$ cat src/rtl/mem_ctrl_pkg.sv
// Shared encodings and helpers for the MEM-stage data-memory access controller.
// Size decoding and alignment rules live here so the controller and the MEM mux agree on them.
package mem_ctrl_pkg;

  localparam logic [1:0] SZ_BYTE = 2'b00;
  localparam logic [1:0] SZ_HALF = 2'b01;
  localparam logic [1:0] SZ_WORD = 2'b10;
  localparam logic [1:0] SZ_ILL  = 2'b11;

  typedef enum logic [1:0] {
    IDLE = 2'd0,
    XFER = 2'd1,
    RESP = 2'd2
  } state_t;

  // Number of byte beats needed for an access of the given size.
  function automatic logic [2:0] beat_count(input logic [1:0] size);
    logic [2:0] n;
    case (size)
      SZ_WORD: n = 3'd4;
      SZ_HALF: n = 3'd2;
      default: n = 3'd1;
    endcase
    return n;
  endfunction

  // Halfwords need even addresses, words need 4-byte alignment, size 11 is never legal.
  function automatic logic is_aligned(input logic [1:0] size, input logic [1:0] lsb);
    logic ok;
    case (size)
      SZ_BYTE: ok = 1'b1;
      SZ_HALF: ok = ~lsb[0];
      SZ_WORD: ok = (lsb == 2'b00);
      default: ok = 1'b0;
    endcase
    return ok;
  endfunction

endpackage

$ cat src/rtl/mem_stage_access_ctrl_load_extend.sv
// Load extension: turns the byte accumulator into a 32-bit write-back value.
// Purely combinational so the MEM write-back mux can share it.
module load_extend
  import mem_ctrl_pkg::*;
(
  input  logic [31:0] acc,
  input  logic [1:0]  size,
  input  logic        se,
  output logic [31:0] data
);

  always_comb begin
    data = acc;
    case (size)
      SZ_BYTE: data = se ? {{24{acc[7]}}, acc[7:0]} : {24'd0, acc[7:0]};
      SZ_HALF: data = se ? {{16{acc[15]}}, acc[15:0]} : {16'd0, acc[15:0]};
      default: data = acc;
    endcase
  end

endmodule

$ cat src/rtl/mem_stage_access_ctrl.sv
// MEM-stage controller: splits loads/stores into big-endian byte beats and stalls the pipeline.
// Optional ack-timeout abort with bus_err output is built when MEMCTRL_TIMEOUT_EN is defined.
module mem_stage_access_ctrl
  import mem_ctrl_pkg::*;
#(
  parameter int ADDR_W      = 8,
  parameter int TIMEOUT_CYC = 16
) (
  input  logic              Clk,
  input  logic              R,
  input  logic              req_valid,
  input  logic              req_write,
  input  logic [1:0]        req_size,
  input  logic              req_se,
  input  logic [ADDR_W-1:0] req_addr,
  input  logic [31:0]       req_wdata,
  output logic              mem_req,
  output logic              mem_we,
  output logic [ADDR_W-1:0] mem_addr,
  output logic [7:0]        mem_wdata,
  input  logic [7:0]        mem_rdata,
  input  logic              mem_ack,
  output logic              stall,
  output logic              done,
  output logic [31:0]       load_data,
`ifdef MEMCTRL_TIMEOUT_EN
  output logic              bus_err,
`endif
  output logic              align_err
);

  state_t            state_reg;
  logic [2:0]        beat_reg;
  logic [2:0]        nbeats_reg;
  logic [ADDR_W-1:0] base_reg;
  logic [1:0]        size_reg;
  logic              se_reg;
  logic              write_reg;
  logic [31:0]       wdata_reg;
  logic [31:0]       acc_reg;

  logic [31:0]       acc_next;
  logic [31:0]       ext_data;
  logic              req_aligned;
  logic              last_beat;

`ifdef MEMCTRL_TIMEOUT_EN
  localparam int WAIT_W = (TIMEOUT_CYC > 2) ? $clog2(TIMEOUT_CYC) : 1;
  logic [WAIT_W-1:0] wait_reg;
`endif

  // Beats go out most significant byte first, so beat k of n carries byte n-1-k.
  function automatic logic [7:0] store_byte(input logic [31:0] w, input logic [2:0] nb,
                                            input logic [2:0] bt);
    logic [1:0] idx;
    logic [7:0] b;
    idx = 2'(nb - bt - 3'd1);
    case (idx)
      2'd3:    b = w[31:24];
      2'd2:    b = w[23:16];
      2'd1:    b = w[15:8];
      default: b = w[7:0];
    endcase
    return b;
  endfunction

  assign req_aligned = is_aligned(req_size, req_addr[1:0]);
  assign acc_next    = {acc_reg[23:0], mem_rdata};
  assign last_beat   = (beat_reg == nbeats_reg - 3'd1);

  assign stall     = ~R & (((state_reg == IDLE) & req_valid & req_aligned) | (state_reg == XFER));
  assign align_err = ~R & (state_reg == IDLE) & req_valid & ~req_aligned;

  load_extend u_load_extend (
    .acc  (acc_next),
    .size (size_reg),
    .se   (se_reg),
    .data (ext_data)
  );

  always_ff @(posedge Clk) begin
    if (R) begin
      state_reg  <= IDLE;
      beat_reg   <= 3'd0;
      nbeats_reg <= 3'd1;
      base_reg   <= '0;
      size_reg   <= SZ_BYTE;
      se_reg     <= 1'b0;
      write_reg  <= 1'b0;
      wdata_reg  <= 32'd0;
      acc_reg    <= 32'd0;
      load_data  <= 32'd0;
      done       <= 1'b0;
      mem_req    <= 1'b0;
      mem_we     <= 1'b0;
      mem_addr   <= '0;
      mem_wdata  <= 8'd0;
`ifdef MEMCTRL_TIMEOUT_EN
      wait_reg   <= '0;
      bus_err    <= 1'b0;
`endif
    end else begin
      done <= 1'b0;
`ifdef MEMCTRL_TIMEOUT_EN
      bus_err <= 1'b0;
`endif
      case (state_reg)
        IDLE: begin
          if (req_valid && req_aligned) begin
            base_reg   <= req_addr;
            size_reg   <= req_size;
            se_reg     <= req_se;
            write_reg  <= req_write;
            wdata_reg  <= req_wdata;
            beat_reg   <= 3'd0;
            nbeats_reg <= beat_count(req_size);
            acc_reg    <= 32'd0;
            mem_req    <= 1'b1;
            mem_we     <= req_write;
            mem_addr   <= req_addr;
            mem_wdata  <= store_byte(req_wdata, beat_count(req_size), 3'd0);
            state_reg  <= XFER;
`ifdef MEMCTRL_TIMEOUT_EN
            wait_reg   <= '0;
`endif
          end
        end

        XFER: begin
          if (mem_ack) begin
            acc_reg  <= acc_next;
            beat_reg <= beat_reg + 3'd1;
`ifdef MEMCTRL_TIMEOUT_EN
            wait_reg <= '0;
`endif
            if (last_beat) begin
              mem_req   <= 1'b0;
              mem_we    <= 1'b0;
              done      <= 1'b1;
              state_reg <= RESP;
              if (!write_reg) begin
                load_data <= ext_data;
              end
            end else begin
              mem_addr  <= base_reg + ADDR_W'(beat_reg + 3'd1);
              mem_wdata <= store_byte(wdata_reg, nbeats_reg, beat_reg + 3'd1);
            end
          end
`ifdef MEMCTRL_TIMEOUT_EN
          // The counter would hit TIMEOUT_CYC-1 on this edge: abandon the remaining beats.
          else if (wait_reg == WAIT_W'(TIMEOUT_CYC - 2)) begin
            mem_req   <= 1'b0;
            mem_we    <= 1'b0;
            done      <= 1'b1;
            bus_err   <= 1'b1;
            load_data <= 32'd0;
            state_reg <= RESP;
          end else begin
            wait_reg <= wait_reg + 1'b1;
          end
`endif
        end

        RESP: begin
          state_reg <= IDLE;
        end

        default: begin
          state_reg <= IDLE;
        end
      endcase
    end
  end

endmodule

$ cat config.mk
export PLATFORM = sky130hd
export DESIGN_NAME = mem_stage_access_ctrl
export DESIGN_NICKNAME = d
export VERILOG_FILES = /design/src/rtl/mem_ctrl_pkg.sv /design/src/rtl/mem_stage_access_ctrl_load_extend.sv /design/src/rtl/mem_stage_access_ctrl.sv
export SDC_FILE = /design/constraint.sdc
export NUM_CORES = 1
export LEC_CHECK = 0
export CAP_MARGIN = 30
export CORE_AREA = 2 2 105 107
export CTS_BUF_LIST = sky130_fd_sc_hd__clkbuf_2
export CTS_CLUSTER_SIZE = 12
export DETAILED_ROUTE_END_ITERATION = 10
export DIE_AREA = 0 0 107 109
export PLACE_DENSITY = 0.81
export SLEW_MARGIN = 20
export SYNTH_ARGS = -nofsm -noshare
export SYNTH_HDL_FRONTEND = slang
export SYNTH_SLANG_ARGS = --single-unit
$ cat constraint.sdc
create_clock -name Clk -period 3.3 [get_ports Clk]
set_input_delay 0.825 -clock Clk [delete_from_list [all_inputs] [get_ports Clk]]
set_output_delay 0.825 -clock Clk [all_outputs]
set_load 0.01 [all_outputs]
==> metrics.txt <==
status=complete, no violations; fin crit share=93.2%; GRT Resource Usage Total=25.7%; Clk Latency, worst-skew pair=700 ps; Synth Area in Simple Gates=17.7%; Min-Delay Path Depth=2; CP max-delay cell=dlygate4sd2_1; CP max stage delay=280 ps; EDFF count, synth=0; vias post-DR=5100; Avg Inst Size Synth=8.52 um2; Congestion Overflow GR=0; maxcap violations=0; largest net degree at the start of global routing=89; Post-CTS Hold Buffers=0; critical path's top delay family=buffers and inverters; most used cell along the critical path=dlygate4sd2_1; TritonRoute pass-1 iters=5; Design Area, Final=0.00695 mm2; Min Hold Slack=461 ps; DP Area=0.00669 mm2; number of cells on the critical path=8; mux cell area share after synthesis=3.31%; core area=0.0106 mm2; Yosys cell types=52; Nets=816; # DRC=0; Post-Layout Cell Count=900; FP Rows=38; XOR/XNOR Fraction of Synth Area=1.78%; Place WS=-372 ps; first-pass GRT wire length=23600 um; Syn. warnings=0; # H-tree levels=4; Syn Inst Count=643; Routed Antenna Nets=0; vias in the first global route=4939; placed instance count=867; Post-Route Skew=36.3 ps; peak supply drop=0.000264 V; post-synthesis sequential area ratio=46.4%; antenna diode count=0; CP Class=input pin to primary output; drt via density=5.67; Routed WL=14400 um; total CTS buffers=17; most used flip-flop cell after synthesis=dfxtp_1; Setup-failing EPs final=0; Layout area overhead=26.9%; DR iter-0 viols=370; clock sink count=127; Worst EP required=2470 ps; Die W=107 um; Fmax achieved=0.325 GHz; R2R cell count=6; Top Ports=109; RePlAce Congestion=0.890; I/O Buffers=108; syn nets=712; synthesized cell area=0.00548 mm2; Initial Util=51.7%; Final Slew Violations=0; TritonCTS clock tree=done; Async S/R FF share, synth=0%; Die Area=0.0117 mm2; relative slew slack=42.9%; TNS Setup=0 ps; antenna violations before repair=0; layout cell share with drive strength beyond 1=10.4%; complex-gate fraction of the synthesized area=22.1%; final hold vios=0; Synth Register Bits=127; Worst EP arrival=2250 ps; DR WL/cell=16.0 um; CTS max path bufs=2; crit path cell chain=dlygate4sd2_1 > inv_2 > ha_1 > nand2b_1 > a221oi_2 > a21oi_1 > nor2_1 > dlygate4sd2_1; CP startpoint kind=input pin; CP Max Fanout=4; worst slew pin tran=854 ps; hold crit path type=input pin to register; P per Cell Area=452 mW/mm2; Die H=109 um; Lkg Pwr=2.58 nW; RSZ-0062 raised after global routing=false; root buffer cell=clkbuf_2; main combinational cell family by area after synthesis=compound AO/OA/AOI/OAI gates; number of buffers and inverters on the critical path=3; crit path time final=3080 ps; Worst-path clk slew=240 ps; Final WS setup=224 ps; Adder-Cell Fraction of Synth Area=3.11%; dpl hpwl=10200 um; Critical Path End Type=primary output
-- metal layers --
layer	share of wire (%)	vias up	global-route usage, %
li1	-	2447	-
met1	43	2404	31.8
met2	49	229	43.2
met3	7.6	20	6.75
met4	1.3	0	9.37
met5	0	-	0
-- cell usage in the layout (no fill, tap or decap), types with 4 or more instances in the layout --
cell / count
inv_1: 11
buf_4: 27
nand2_1: 151
nor4_1: 5
a211oi_1: 21
nor3_1: 8
mux2i_1: 17
inv_6: 5
a22oi_1: 9
a22o_1: 21
nand3_1: 11
o221a_2: 4
ha_1: 12
dfxtp_1: 127
nor2_1: 33
o21ai_0: 21
clkdlybuf4s50_1: 103
clkbuf_2: 18
a21oi_1: 84
o22ai_1: 8
-- area by class of cell --
class | count | area [um2]
Clock buffer | 17 | 85.1
Clock inverter | 15 | 176
Fill cell | 899 | 3650
Inverter | 13 | 48.8
Multi-Input combinational cell | 452 | 2630
Sequential cell | 127 | 2540
Tap cell | 140 | 175
Timing Repair Buffer | 136 | 1290
-- per-stage QoR --
stage	utilization, %	power (mW)
after global routing	65.6	3.28
after CTS	65.6	3.15
after floorplan	-	1.91
after detailed placement	63.1	2.13
final	65.6	3.14
after global placement	63.0	2.12
-- timing repair --
action                     CTS  global route
gates resized for setup      6             2
setup endpoints to repair    2             2
buffers inserted             1             0
pin swaps                    1             0
hold endpoints to repair     0             0
-- path summary, 6_finish.rpt --
check	start	slack, ps	end
worst min-delay path	R	460	base_reg[3]
worst min register to register	load_data[0]	470	load_data[0]
worst max register to register	beat_reg[1]	710	mem_wdata[7]
worst max-delay path	req_size[0]	220	stall
-- cell usage after synthesis, types with 3 or more instances --
cell	instances	area, um2
nor3_1	9	45.0
buf_4	3	22.5
nor4_1	5	31.3
o22ai_1	8	50.1
nand2b_1	3	18.8
o211ai_1	3	22.5
ha_1	12	150
dfxtp_1	127	2540
nor2b_1	3	18.8
buf_2	9	45.0
a211oi_1	21	158
nand2_1	151	567
nand3_1	11	55.1
a22oi_1	9	67.6
a22o_1	21	184
o221a_2	4	45.0
nor2_1	33	124
xor2_1	3	26.3
mux2i_1	17	170
nor3b_1	3	22.5
inv_1	13	48.8
o21ai_0	21	105
a21oi_1	84	420
clkbuf_1	31	116
buf_6	6	67.6
xnor2_1	3	26.3
-- logic make-up after synthesis --
family,Yosys count
adders and majority gates,13
AOI/OAI and AO/OA,186
and+or+nand+nor,227
xor gates and xnor gates,8
muxes,18
buffers and inverters,64
DFF,127
-- report_power, final --
part	switching (mW)	leakage (nW)	internal, mW
clock network	0.654	0.156	0.378
registers	0.0386	1.03	1.59
logic	0.249	1.40	0.228
(Power assumes the default switching activity.)
